## config.mk

```make
export PLATFORM = sky130hd
export DESIGN_NAME = mem_port_arbiter_flat
export DESIGN_NICKNAME = d
export VERILOG_FILES = /design/src/rtl/mem_port_arbiter_if.sv /design/src/rtl/mem_port_arbiter.sv /design/src/flat_wrapper.sv
export SDC_FILE = /design/constraint.sdc
export NUM_CORES = 1
export LEC_CHECK = 0
export CORE_AREA = 2 2 282 284
export CTS_CLUSTER_SIZE = 16
export DETAILED_ROUTE_END_ITERATION = 10
export DIE_AREA = 0 0 284 286
export GPL_TIMING_DRIVEN = 0
export HOLD_SLACK_MARGIN = 0.06
export PLACE_DENSITY_LB_ADDON = 0.05
export SYNTH_ARGS = -nofsm -noshare
export SYNTH_HDL_FRONTEND = slang
export SYNTH_SLANG_ARGS = --single-unit
export TNS_END_PERCENT = 1
```

## constraint.sdc

```tcl
create_clock -name clock -period 11.9 [get_ports clock]
set_input_delay 1.19 -clock clock [delete_from_list [all_inputs] [get_ports clock]]
set_output_delay 1.19 -clock clock [all_outputs]
set_load 0.02 [all_outputs]
```

## src/rtl/mem_port_arbiter_if.sv

```systemverilog
// Cache-side and memory-side signal bundle for mem_port_arbiter.
// slave = arbiter view, master = requester/memory (environment) view.
interface mem_port_arbiter_if #(
  parameter int unsigned ADDR_W  = 28,
  parameter int unsigned BLOCK_W = 128
);
  logic               I_READ;
  logic [ADDR_W-1:0]  I_ADDRESS;
  logic [BLOCK_W-1:0] I_READDATA;
  logic               I_BUSYWAIT;

  logic               D_READ;
  logic               D_WRITE;
  logic [ADDR_W-1:0]  D_ADDRESS;
  logic [BLOCK_W-1:0] D_WRITEDATA;
  logic [BLOCK_W-1:0] D_READDATA;
  logic               D_BUSYWAIT;

  logic               MEM_READ;
  logic               MEM_WRITE;
  logic [ADDR_W-1:0]  MEM_ADDRESS;
  logic [BLOCK_W-1:0] MEM_WRITEDATA;
  logic [BLOCK_W-1:0] MEM_READDATA;
  logic               MEM_BUSYWAIT;

  modport slave (
    input  I_READ, I_ADDRESS, D_READ, D_WRITE, D_ADDRESS, D_WRITEDATA,
           MEM_READDATA, MEM_BUSYWAIT,
    output I_READDATA, I_BUSYWAIT, D_READDATA, D_BUSYWAIT,
           MEM_READ, MEM_WRITE, MEM_ADDRESS, MEM_WRITEDATA
  );

  modport master (
    output I_READ, I_ADDRESS, D_READ, D_WRITE, D_ADDRESS, D_WRITEDATA,
           MEM_READDATA, MEM_BUSYWAIT,
    input  I_READDATA, I_BUSYWAIT, D_READDATA, D_BUSYWAIT,
           MEM_READ, MEM_WRITE, MEM_ADDRESS, MEM_WRITEDATA
  );
endinterface

```

## src/rtl/mem_port_arbiter.sv

```systemverilog
// Arbitrates the I-cache and D-cache block ports onto one main-memory port.
// Define MEM_ARB_ROUND_ROBIN_EN for round-robin contention; default is D-first.
module mem_port_arbiter #(
  parameter int unsigned ADDR_W  = 28,
  parameter int unsigned BLOCK_W = 128
) (
  input  logic              clock,
  input  logic              reset,
  mem_port_arbiter_if.slave bus
);

  typedef enum logic [1:0] {IDLE, SERVE_I, SERVE_D, RELEASE} state_t;

  state_t             state_q;
  logic               first_q;
  logic               done_i_q;
  logic               done_d_q;
  logic               mem_read_q;
  logic               mem_write_q;
  logic [ADDR_W-1:0]  mem_addr_q;
  logic [BLOCK_W-1:0] mem_wdata_q;
  logic [BLOCK_W-1:0] i_rdata_q;
  logic [BLOCK_W-1:0] d_rdata_q;

  logic i_req;
  logic d_req;
  logic grant_d;

  assign i_req = bus.I_READ;
  assign d_req = bus.D_READ | bus.D_WRITE;

`ifdef MEM_ARB_ROUND_ROBIN_EN
  // ptr_d_q high means D wins the next contention.
  logic ptr_d_q;
  assign grant_d = d_req & (~i_req | ptr_d_q);
`else
  assign grant_d = d_req;
`endif

  always_ff @(posedge clock or posedge reset) begin
    if (reset) begin
      state_q     <= IDLE;
      first_q     <= 1'b0;
      done_i_q    <= 1'b0;
      done_d_q    <= 1'b0;
      mem_read_q  <= 1'b0;
      mem_write_q <= 1'b0;
      mem_addr_q  <= '0;
      mem_wdata_q <= '0;
      i_rdata_q   <= '0;
      d_rdata_q   <= '0;
`ifdef MEM_ARB_ROUND_ROBIN_EN
      ptr_d_q     <= 1'b0;
`endif
    end else begin
      done_i_q <= 1'b0;
      done_d_q <= 1'b0;
      case (state_q)
        IDLE: begin
          if (grant_d) begin
            state_q     <= SERVE_D;
            first_q     <= 1'b1;
            mem_addr_q  <= bus.D_ADDRESS;
            mem_read_q  <= bus.D_READ;
            mem_write_q <= bus.D_WRITE;
            if (bus.D_WRITE) mem_wdata_q <= bus.D_WRITEDATA;
          end else if (i_req) begin
            state_q     <= SERVE_I;
            first_q     <= 1'b1;
            mem_addr_q  <= bus.I_ADDRESS;
            mem_read_q  <= 1'b1;
            mem_write_q <= 1'b0;
          end
        end
        SERVE_I, SERVE_D: begin
          // Memory busy is only meaningful once it has seen the strobe for a cycle.
          if (first_q) begin
            first_q <= 1'b0;
          end else if (!bus.MEM_BUSYWAIT) begin
            state_q     <= RELEASE;
            mem_read_q  <= 1'b0;
            mem_write_q <= 1'b0;
            if (state_q == SERVE_I) begin
              i_rdata_q <= bus.MEM_READDATA;
              done_i_q  <= 1'b1;
`ifdef MEM_ARB_ROUND_ROBIN_EN
              ptr_d_q   <= 1'b1;
`endif
            end else begin
              if (mem_read_q) d_rdata_q <= bus.MEM_READDATA;
              done_d_q  <= 1'b1;
`ifdef MEM_ARB_ROUND_ROBIN_EN
              ptr_d_q   <= 1'b0;
`endif
            end
          end
        end
        RELEASE: state_q <= IDLE;
        default: state_q <= IDLE;
      endcase
    end
  end

  assign bus.MEM_READ      = mem_read_q;
  assign bus.MEM_WRITE     = mem_write_q;
  assign bus.MEM_ADDRESS   = mem_addr_q;
  assign bus.MEM_WRITEDATA = mem_wdata_q;
  assign bus.I_READDATA    = i_rdata_q;
  assign bus.D_READDATA    = d_rdata_q;
  assign bus.I_BUSYWAIT    = i_req & ~done_i_q;
  assign bus.D_BUSYWAIT    = d_req & ~done_d_q;

endmodule

```

## src/flat_wrapper.sv

```systemverilog
// flat-port wrapper written by rule: the top's interface ports become plain ports
module mem_port_arbiter_flat 
#(
  parameter int unsigned ADDR_W  = 28,
  parameter int unsigned BLOCK_W = 128
)
  (clock, reset, bus_I_READ, bus_I_ADDRESS, bus_D_READ, bus_D_WRITE, bus_D_ADDRESS, bus_D_WRITEDATA, bus_MEM_READDATA, bus_MEM_BUSYWAIT, bus_I_READDATA, bus_I_BUSYWAIT, bus_D_READDATA, bus_D_BUSYWAIT, bus_MEM_READ, bus_MEM_WRITE, bus_MEM_ADDRESS, bus_MEM_WRITEDATA);
  mem_port_arbiter_if #(.ADDR_W(ADDR_W), .BLOCK_W(BLOCK_W)) bus_i ();
  input  logic clock;
  input  logic reset;
  input wire logic [$bits(bus_i.I_READ)-1:0] bus_I_READ;
  input wire logic [$bits(bus_i.I_ADDRESS)-1:0] bus_I_ADDRESS;
  input wire logic [$bits(bus_i.D_READ)-1:0] bus_D_READ;
  input wire logic [$bits(bus_i.D_WRITE)-1:0] bus_D_WRITE;
  input wire logic [$bits(bus_i.D_ADDRESS)-1:0] bus_D_ADDRESS;
  input wire logic [$bits(bus_i.D_WRITEDATA)-1:0] bus_D_WRITEDATA;
  input wire logic [$bits(bus_i.MEM_READDATA)-1:0] bus_MEM_READDATA;
  input wire logic [$bits(bus_i.MEM_BUSYWAIT)-1:0] bus_MEM_BUSYWAIT;
  output wire logic [$bits(bus_i.I_READDATA)-1:0] bus_I_READDATA;
  output wire logic [$bits(bus_i.I_BUSYWAIT)-1:0] bus_I_BUSYWAIT;
  output wire logic [$bits(bus_i.D_READDATA)-1:0] bus_D_READDATA;
  output wire logic [$bits(bus_i.D_BUSYWAIT)-1:0] bus_D_BUSYWAIT;
  output wire logic [$bits(bus_i.MEM_READ)-1:0] bus_MEM_READ;
  output wire logic [$bits(bus_i.MEM_WRITE)-1:0] bus_MEM_WRITE;
  output wire logic [$bits(bus_i.MEM_ADDRESS)-1:0] bus_MEM_ADDRESS;
  output wire logic [$bits(bus_i.MEM_WRITEDATA)-1:0] bus_MEM_WRITEDATA;
  assign bus_i.I_READ = bus_I_READ;
  assign bus_i.I_ADDRESS = bus_I_ADDRESS;
  assign bus_i.D_READ = bus_D_READ;
  assign bus_i.D_WRITE = bus_D_WRITE;
  assign bus_i.D_ADDRESS = bus_D_ADDRESS;
  assign bus_i.D_WRITEDATA = bus_D_WRITEDATA;
  assign bus_i.MEM_READDATA = bus_MEM_READDATA;
  assign bus_i.MEM_BUSYWAIT = bus_MEM_BUSYWAIT;
  assign bus_I_READDATA = bus_i.I_READDATA;
  assign bus_I_BUSYWAIT = bus_i.I_BUSYWAIT;
  assign bus_D_READDATA = bus_i.D_READDATA;
  assign bus_D_BUSYWAIT = bus_i.D_BUSYWAIT;
  assign bus_MEM_READ = bus_i.MEM_READ;
  assign bus_MEM_WRITE = bus_i.MEM_WRITE;
  assign bus_MEM_ADDRESS = bus_i.MEM_ADDRESS;
  assign bus_MEM_WRITEDATA = bus_i.MEM_WRITEDATA;
  mem_port_arbiter #(.ADDR_W(ADDR_W), .BLOCK_W(BLOCK_W)) u_core (.clock(clock), .reset(reset), .bus(bus_i));
endmodule
```

Yosys cells after proc, flatten, opt, wreduce, memory -nomap -nowiden
Cells that the tools add are included.

Bits in registers: 419. Input port bits: 318. Output and inout bits: 416. Logic and storage cells: 60.

Eq/ne operators: 6. Multiplexer cells: 25. Bitwise operators: 8. Reduce and logical (&&, ||, !) cells: 11.

Operator list (number): 28-bit two-way mux (2); 1-bit two-way mux (15); 2-bit two-way mux (4); 4-bit AND reduction (2); 1-bit one-hot mux with 2 select lines (3); 2-bit one-hot mux with 3 select lines (1); 3-bit AND reduction (2); 1-bit NOT (5); 5-bit AND reduction (1); 2-bit == test, second input constant (2); 2-bit inequality test, second input constant (2); 2-bit AND reduction (2); 2-bit nonzero test (2); 3-bit by 2-bit inequality test with 1-bit output, second input constant (1); 1-bit AND (2); 2-bit by 1-bit == test with 1-bit output, second input constant (1); 2-bit zero test (1); 2-bit OR reduction (1); 1-bit bitwise OR (1).

Depth between registers and ports, before layout
Gate-level depths: netlist of run 1.

Depth in word-level cells: 5. Gate-level depth with buffers: 7. Gate-level depth less buffers: 5.

Least setup slack after synthesis of run 1
OpenSTA, ideal clock, no wires.

Path kind: input -> output. From: input bus_D_WRITE. To: output bus_D_BUSYWAIT. Arrival: 1.752 ns. Data required time: 10.710 ns. Path slack: 8.958 ns. Stages on the path: 3. Path buffers: 1. Path through: nor2_1 > buf_2 > nor2_1.

Longest elaborated chain between the ends: 2.

Ends and longest elaborated chain: from (decl) (RTL line flat_wrapper.sv:14) `input wire logic [$bits(bus_i.D_WRITE)-1:0] bus_D_WRITE;`; 1-bit bitwise OR (RTL line mem_port_arbiter.sv:30) `assign d_req = bus.D_READ | bus.D_WRITE;`; 1-bit AND (RTL line mem_port_arbiter.sv:111) `assign bus.D_BUSYWAIT = d_req & ~done_d_q;`; to (decl) (RTL line flat_wrapper.sv:22) `output wire logic [$bits(bus_i.D_BUSYWAIT)-1:0] bus_D_BUSYWAIT;`.

Every way passes these cells.

Worst setup path in the final report of run 1
Same ends and word-level chain as after synthesis.

==> results.cfg, run 1 <==
[global_routing]
antenna_found_initial = 4
grt_pass1_vias = 12500
grt_pass1_wl_um = 93400
track_usage_pct = 15.7
grt.overflow.total = 0
grt_max_degree = 39

[power_and_ir_drop]
finalPower_mw = 8.17
ir_drop_uv = 124
power_density_nw_per_um2 = 304
p_leak_nw = 11.5

[clock_network]
cts_sinks = 419
insertion_delay_ns = 0.61
postCtsHoldBufs = 0
h-tree-depth = 2
clk_path_buf_depth = 3
cts-root-buf = clkbuf_16
post_cts_buffers = 0
numCtsBuffers = 52
clk_pin_slew_ns = 0.06
cts_tree = yes
cts_resized = 0

[floorplan]
die_w_um = 284
ioPinCount = 734
core_um2 = 78400
initial_core_util_pct = 20.8
die_h_um = 286
row_count = 103
dieArea_um2 = 81200

[synthesis]
synthesis.nets = 1298
synth_ff_type = dfrtp_1
ys_top_cells_by_count = dfrtp_1, mux2_2, mux2_4
synth_top_area_share_pct = 64.3
synth.largest_area_cell = dfrtp_1
synth_most_common_cell = dfrtp_1
syn_area_per_cell_um2 = 16.7
ys_types = 23
netlist_top_cells_area = dfrtp_1, mux2_2, mux2_4
ys_ff_latch = 419
ys_warn_count = 0
async_reset_ff_share_pct = 100
mappedNetlistArea_um2 = 16300
syn_inst = 975
synth-edff-count = 0
ys_seq_area_share_pct = 64.3

[timing]
tns_ns = 0
fin_crit_ns = 4.17
max_slew.worst_pin.slew_ns = 0.896
hold_ws_ns = 0.480
slew_headroom_pct = 39.4
period_share_pct = 35.1
rsz0062_at_grt = false
hold_viol_final = 0
fin_ws_ns = 7.73
finalMaxSlewViolations = 0
fmax_mhz = 240
setup_viol = 0
fin_worst_skew_ns = 0.0350

[setup_path]
worst_ep_arrival_time_ns = 2.98
cp_max_fo = 10
endpoint_kind = output pin
reg2regPathDepth = 6
crit_type = in2out
crit_path_start_kind = primary input
path_cells = clkdlybuf4s50_1 -> nor2_1 -> buf_2 -> nor2_1 -> clkdlybuf4s50_1
cp_slowest_cell = clkdlybuf4s50_1
worstPathRequired_ns = 10.71
cpPeakStageDelay_ns = 0.57

[routing]
vias_per_cell = 3.94
wirelength_um = 65300
drc = 0
wire_per_inst_um = 22.8
first_iter_violations = 332
vias = 11300
ant_nets = 0
first_pass_iters = 4

[final_layout]
final_layout_size_suffix_gt1_share_pct = 28.8
areaGrowthSynthToFinish_pct = 64.9
nets = 2098
utilization_pct = 34.3
fillCellCount = 7808

[placement]
dp_slack_ns = 7.67
gp_congestion = 0.764
portBuffers = 733
hpwlAfterDp_um = 51900

[worst_hold_path]
hold_class = reg2reg
whs_path_depth = 2

[outcome]
outcome = completed

[job]
drv_cap = 0
## where the power goes
part | internal (mW) | switching (mW)
logic | 2.11 | 1.97
registers | 2.15 | 0.379
clock network | 0.921 | 0.641
total | 5.18 | 2.99
## metrics by stage
step                      instance area, um^2  std cells
after CTS                               26900       2864
after detailed placement                25200       2771
after global routing                    26900       2864
final                                   26900       2865
after global placement                  25000       2758
after floorplan                         16300        975
## flip-flops by register name (all words and copies together), names as in the netlist, 2 cells and up
name / cells
u_core.bus.D_READDATA: 128
u_core.bus.I_READDATA: 128
u_core.bus.MEM_WRITEDATA: 128
u_core.bus.MEM_ADDRESS: 28
u_core.state_q: 2
## layout by cell type (no fill, tap or decap), drive strengths merged, types with 5 or more instances in the layout
master / count
clkdlybuf4s50: 733
dfrtp: 419
mux2: 384
clkbuf: 82
buf: 60
nand2: 31
o21ai: 31
mux2i: 30
clkinv: 13
nor2: 5
inv: 5
ha: 5
## worst max-delay path: cells and delay by family
family | cells | cell delay (ns)
buffers and inverters | 3 | 1.43
and+or+nand+nor | 2 | 0.36
## kinds of logic after synthesis
kind of cell,count (synthesis),synth area share (%)
AO/OA/AOI/OAI,37,1.23
adder cells (fa/ha/maj),5,0.383
buffers and inverters,57,2.21
flip-flops,419,64.3
multiplexers,414,30.7
AND/OR/NAND/NOR,43,1.21
## path summary, 6_finish.rpt
kind,slack [ns],to,start
setup / recovery,7.73,bus_D_BUSYWAIT,bus_D_WRITE
hold / removal,0.48,u_core.bus.MEM_ADDRESS[21],u_core.bus.MEM_ADDRESS[21]
setup reg to reg,9.53,u_core.bus.MEM_WRITEDATA[32],u_core.state_q[0]
hold reg to reg,0.48,u_core.bus.MEM_ADDRESS[21],u_core.bus.MEM_ADDRESS[21]
max in group asynchronous,9.51,u_core.bus.MEM_WRITEDATA[39],reset
min in group asynchronous,1.03,u_core.bus.I_READDATA[69],reset
## layout make-up
class                   instances  area (um^2)  area share, %
repair buffers                746         7600           28.3
multi-input cells             499         5470           20.3
clock inverters                15          136          0.507
clock buffers                  78         1520           5.66
well taps                    1050         1310           4.88
inverters                       6         26.3         0.0977
diodes                          1         2.50        0.00930
flip-flops and latches        419        10500           39.0
plain buffers                  51          338           1.26
## layer usage
layer,vias to the layer above,track usage (%),part of all wire [%]
met2,402,28.6,53
met1,5763,17.3,37
li1,5053,-,-
met5,-,0,0.067
met3,70,6.12,8.9
met4,8,3.24,1.5
(Power assumes the default switching activity.)
==> inputs of run 2 (changes only) <==
==> constraint.sdc (replaced) <==
create_clock -name clock -period 3.4 [get_ports clock]
set_input_delay 0.34 -clock clock [delete_from_list [all_inputs] [get_ports clock]]
set_output_delay 0.34 -clock clock [all_outputs]
set_load 0.02 [all_outputs]
==> results of run 2 <==
Same layout as run 1 (identical final DEF). Status: completed.
Main changes from that run: setup slack after placement 7.67 ns -> 0.762 ns; setup slack after layout 7.73 ns -> 0.926 ns; hold slack 0.480 ns -> 0.177 ns; register-to-register setup slack 9.53 ns -> 1.03 ns; total power 8.17 mW -> 28.6 mW; worst IR drop on VDD 124 uV -> 434 uV
==> inputs of run 3 (changes only) <==
--- a/config.mk
+++ b/config.mk
@@ -5,10 +5,10 @@
 export SDC_FILE = /design/constraint.sdc
 export NUM_CORES = 1
 export LEC_CHECK = 0
-export CORE_AREA = 2 2 282 284
+export CORE_AREA = 2 2 285 287
 export CTS_CLUSTER_SIZE = 16
 export DETAILED_ROUTE_END_ITERATION = 10
-export DIE_AREA = 0 0 284 286
+export DIE_AREA = 0 0 287 289
 export GPL_TIMING_DRIVEN = 0
 export HOLD_SLACK_MARGIN = 0.06
 export PLACE_DENSITY_LB_ADDON = 0.05
==> constraint.sdc (replaced) <==
create_clock -name clock -period 2.6 [get_ports clock]
set_input_delay 0.26 -clock clock [delete_from_list [all_inputs] [get_ports clock]]
set_output_delay 0.26 -clock clock [all_outputs]
set_load 0.02 [all_outputs]
==> run 3 against run 2 <==
  * Critical path depth unchanged
  * Clock-buffer cell count increased by 1
  * Combinational power increased by 31%
  * First-iteration DRC count decreased by 19%
  * Non-clock buffer count unchanged
  * Die area increased by 2.1%
  * Wire length increased by 0.70%
  * Hold slack got worse by 0.050 ns
  * Sequential power increased by 31%
  * Sequential share of layout area decreased by 0.16 points
  * Final cell count increased by 0.59%
  * Global-route usage decreased by 0.37 points
  * Critical path type unchanged
  * Critical endpoint unchanged
  * Largest cell class unchanged
  * Largest power group unchanged
==> results.cfg, run 3 (same netlist as run 1, synthesis figures left out) <==
[outcome]
outcome = completed

[power_and_ir_drop]
p_int_mw = 24.0
p_switching_mw = 13.7
p_leak_nw = 11.5
p_sw_share_pct = 36.4
seq_power_share_pct = 30.7
clkPwrFrac_pct = 19.7
p_comb_share_pct = 49.6
power_density_nw_per_um2 = 1400
ir_drop_uv = 526

[setup_path]
worst_ep_arrival_time_ns = 2.05
cp_max_fo = 10
crit_path_start_kind = primary input
path_buf_inv = 3
crit_type = in2out
endpoint_kind = output pin
cp_top_family = buffers and inverters
worstPathRequired_ns = 2.34
cpPeakStageDelay_ns = 0.59
cp_slowest_cell = clkdlybuf4s50_1
path_cells = clkdlybuf4s50_1 -> nor2_1 -> buf_2 -> nor2_1 -> clkdlybuf4s50_1

[placement]
portBuffers = 733
gp_congestion = 0.755
hpwlAfterDp_um = 52300
dp_cells = 2781

[final_layout]
areaGrowthSynthToFinish_pct = 65.5
fillCellCount = 7943
multi_input_area_um2 = 5470
final_cell_mix = clkdlybuf4s50_1, dfrtp_1, mux2_2
layout_commonest_cell = clkdlybuf4s50_1
regArea_um2 = 10500
fin_cells = 2882
final_layout_size_suffix_gt1_share_pct = 29.2
nets = 2098

[clock_network]
numCtsBuffers = 52
clk_pin_slew_ns = 0.06
cts_sinks = 419
post_cts_buffers = 0
cts_tree = yes
cts-root-buf = clkbuf_16
h-tree-depth = 2
clk_path_buf_depth = 3
insertion_delay_ns = 0.60
cts_resized = 0
postCtsHoldBufs = 0

[floorplan]
die_w_um = 287
die_h_um = 289
ioPinCount = 734
core_um2 = 79900
dieArea_um2 = 82900
row_count = 104
initial_core_util_pct = 20.4

[routing]
wirelength_um = 65800
wire_per_inst_um = 22.8
drc = 0
ant_nets = 0
vias = 11300
first_pass_iters = 4
first_iter_violations = 270
vias_per_cell = 3.91

[timing]
hold_viol_final = 0
setup_viol = 0
tns_ns = 0
hold_ws_ns = 0.127
fmax_mhz = 433
finalMaxSlewViolations = 0
fin_crit_ns = 2.31
fin_worst_skew_ns = 0.0206
rsz0062_at_grt = false
max_slew.worst_pin.slew_ns = 0.936
period_share_pct = 88.8
slew_headroom_pct = 36.7

[global_routing]
antenna_found_initial = 5
grt_pass1_wl_um = 92200
grt.overflow.total = 0
track_usage_pct = 15.3
grt_pass1_vias = 12300
grt_max_degree = 40

[worst_hold_path]
hold_class = in2async

[job]
drv_cap = 0
==> run 3: cell types whose count changed in the layout (fill, tap and decap cells not counted) <==
cell	change
clkbuf_8	+9
clkbuf_1	-6
diode_2	+6
clkinv_2	-3
clkbuf_16	-2
bufinv_16	+1
clkinvlp_4	+1
inv_6	+1
==> run 3: metrics by stage <==
stage	setup slack (ns)	cell area [um^2]	total power, mW	util [%]
after floorplan	-3.31	16300	20.8	-
after global placement	-7.18	25000	30.7	31.3
after detailed placement	0.0703	25300	30.7	31.6
after CTS	0.155	27000	38.5	33.8
after global routing	0.0788	27000	39.8	33.8
final	0.292	27000	37.7	33.8
==> run 3: routing by layer <==
metal / vias up / routed length (um) / global-route usage (%)
met5: - / 12 / 0
met3: 75 / 5100 / 5.02
li1: 5044 / - / -
met1: 5746 / 25000 / 17.4
met4: 2 / 1300 / 3.93
met2: 398 / 34400 / 27.6
==> run 3: path summary, 6_finish.rpt <==
check                                                from                           end  slack (ns)  depth (start not counted)
worst max-delay path                          bus_D_WRITE                bus_D_BUSYWAIT        0.29                          5
worst min-delay path                                reset     u_core.bus.D_READDATA[68]        0.13                          2
worst max register to register          u_core.state_q[0]  u_core.bus.MEM_WRITEDATA[17]        0.29                          6
worst min register to register  u_core.bus.MEM_ADDRESS[6]     u_core.bus.MEM_ADDRESS[6]        0.48                          2
max in group asynchronous                           reset   u_core.bus.MEM_WRITEDATA[0]        0.88                          7
min in group clock                    bus_D_WRITEDATA[49]  u_core.bus.MEM_WRITEDATA[49]        0.27                          2
==> run 3: final cells by class <==
class	instances	area share (%)
Antenna cell	7	0.0649
Buffer	51	1.25
Clock buffer	79	5.82
Clock inverter	15	0.621
Inverter	6	0.0973
Multi-Input combinational cell	499	20.3
Sequential cell	419	38.8
Tap cell	1060	4.91
Timing Repair Buffer	746	28.2
==> run 3: power by group through the flow <==
stage	Sequential [mW]	Clock, mW	Combinational, mW
detailed placement	11.7	0	19.1
CTS	11.6	7.73	19.1
global placement	11.6	0	19.1
global route	12.0	8.02	19.7
finish	11.6	7.40	18.7
floorplan	15.6	0	5.22
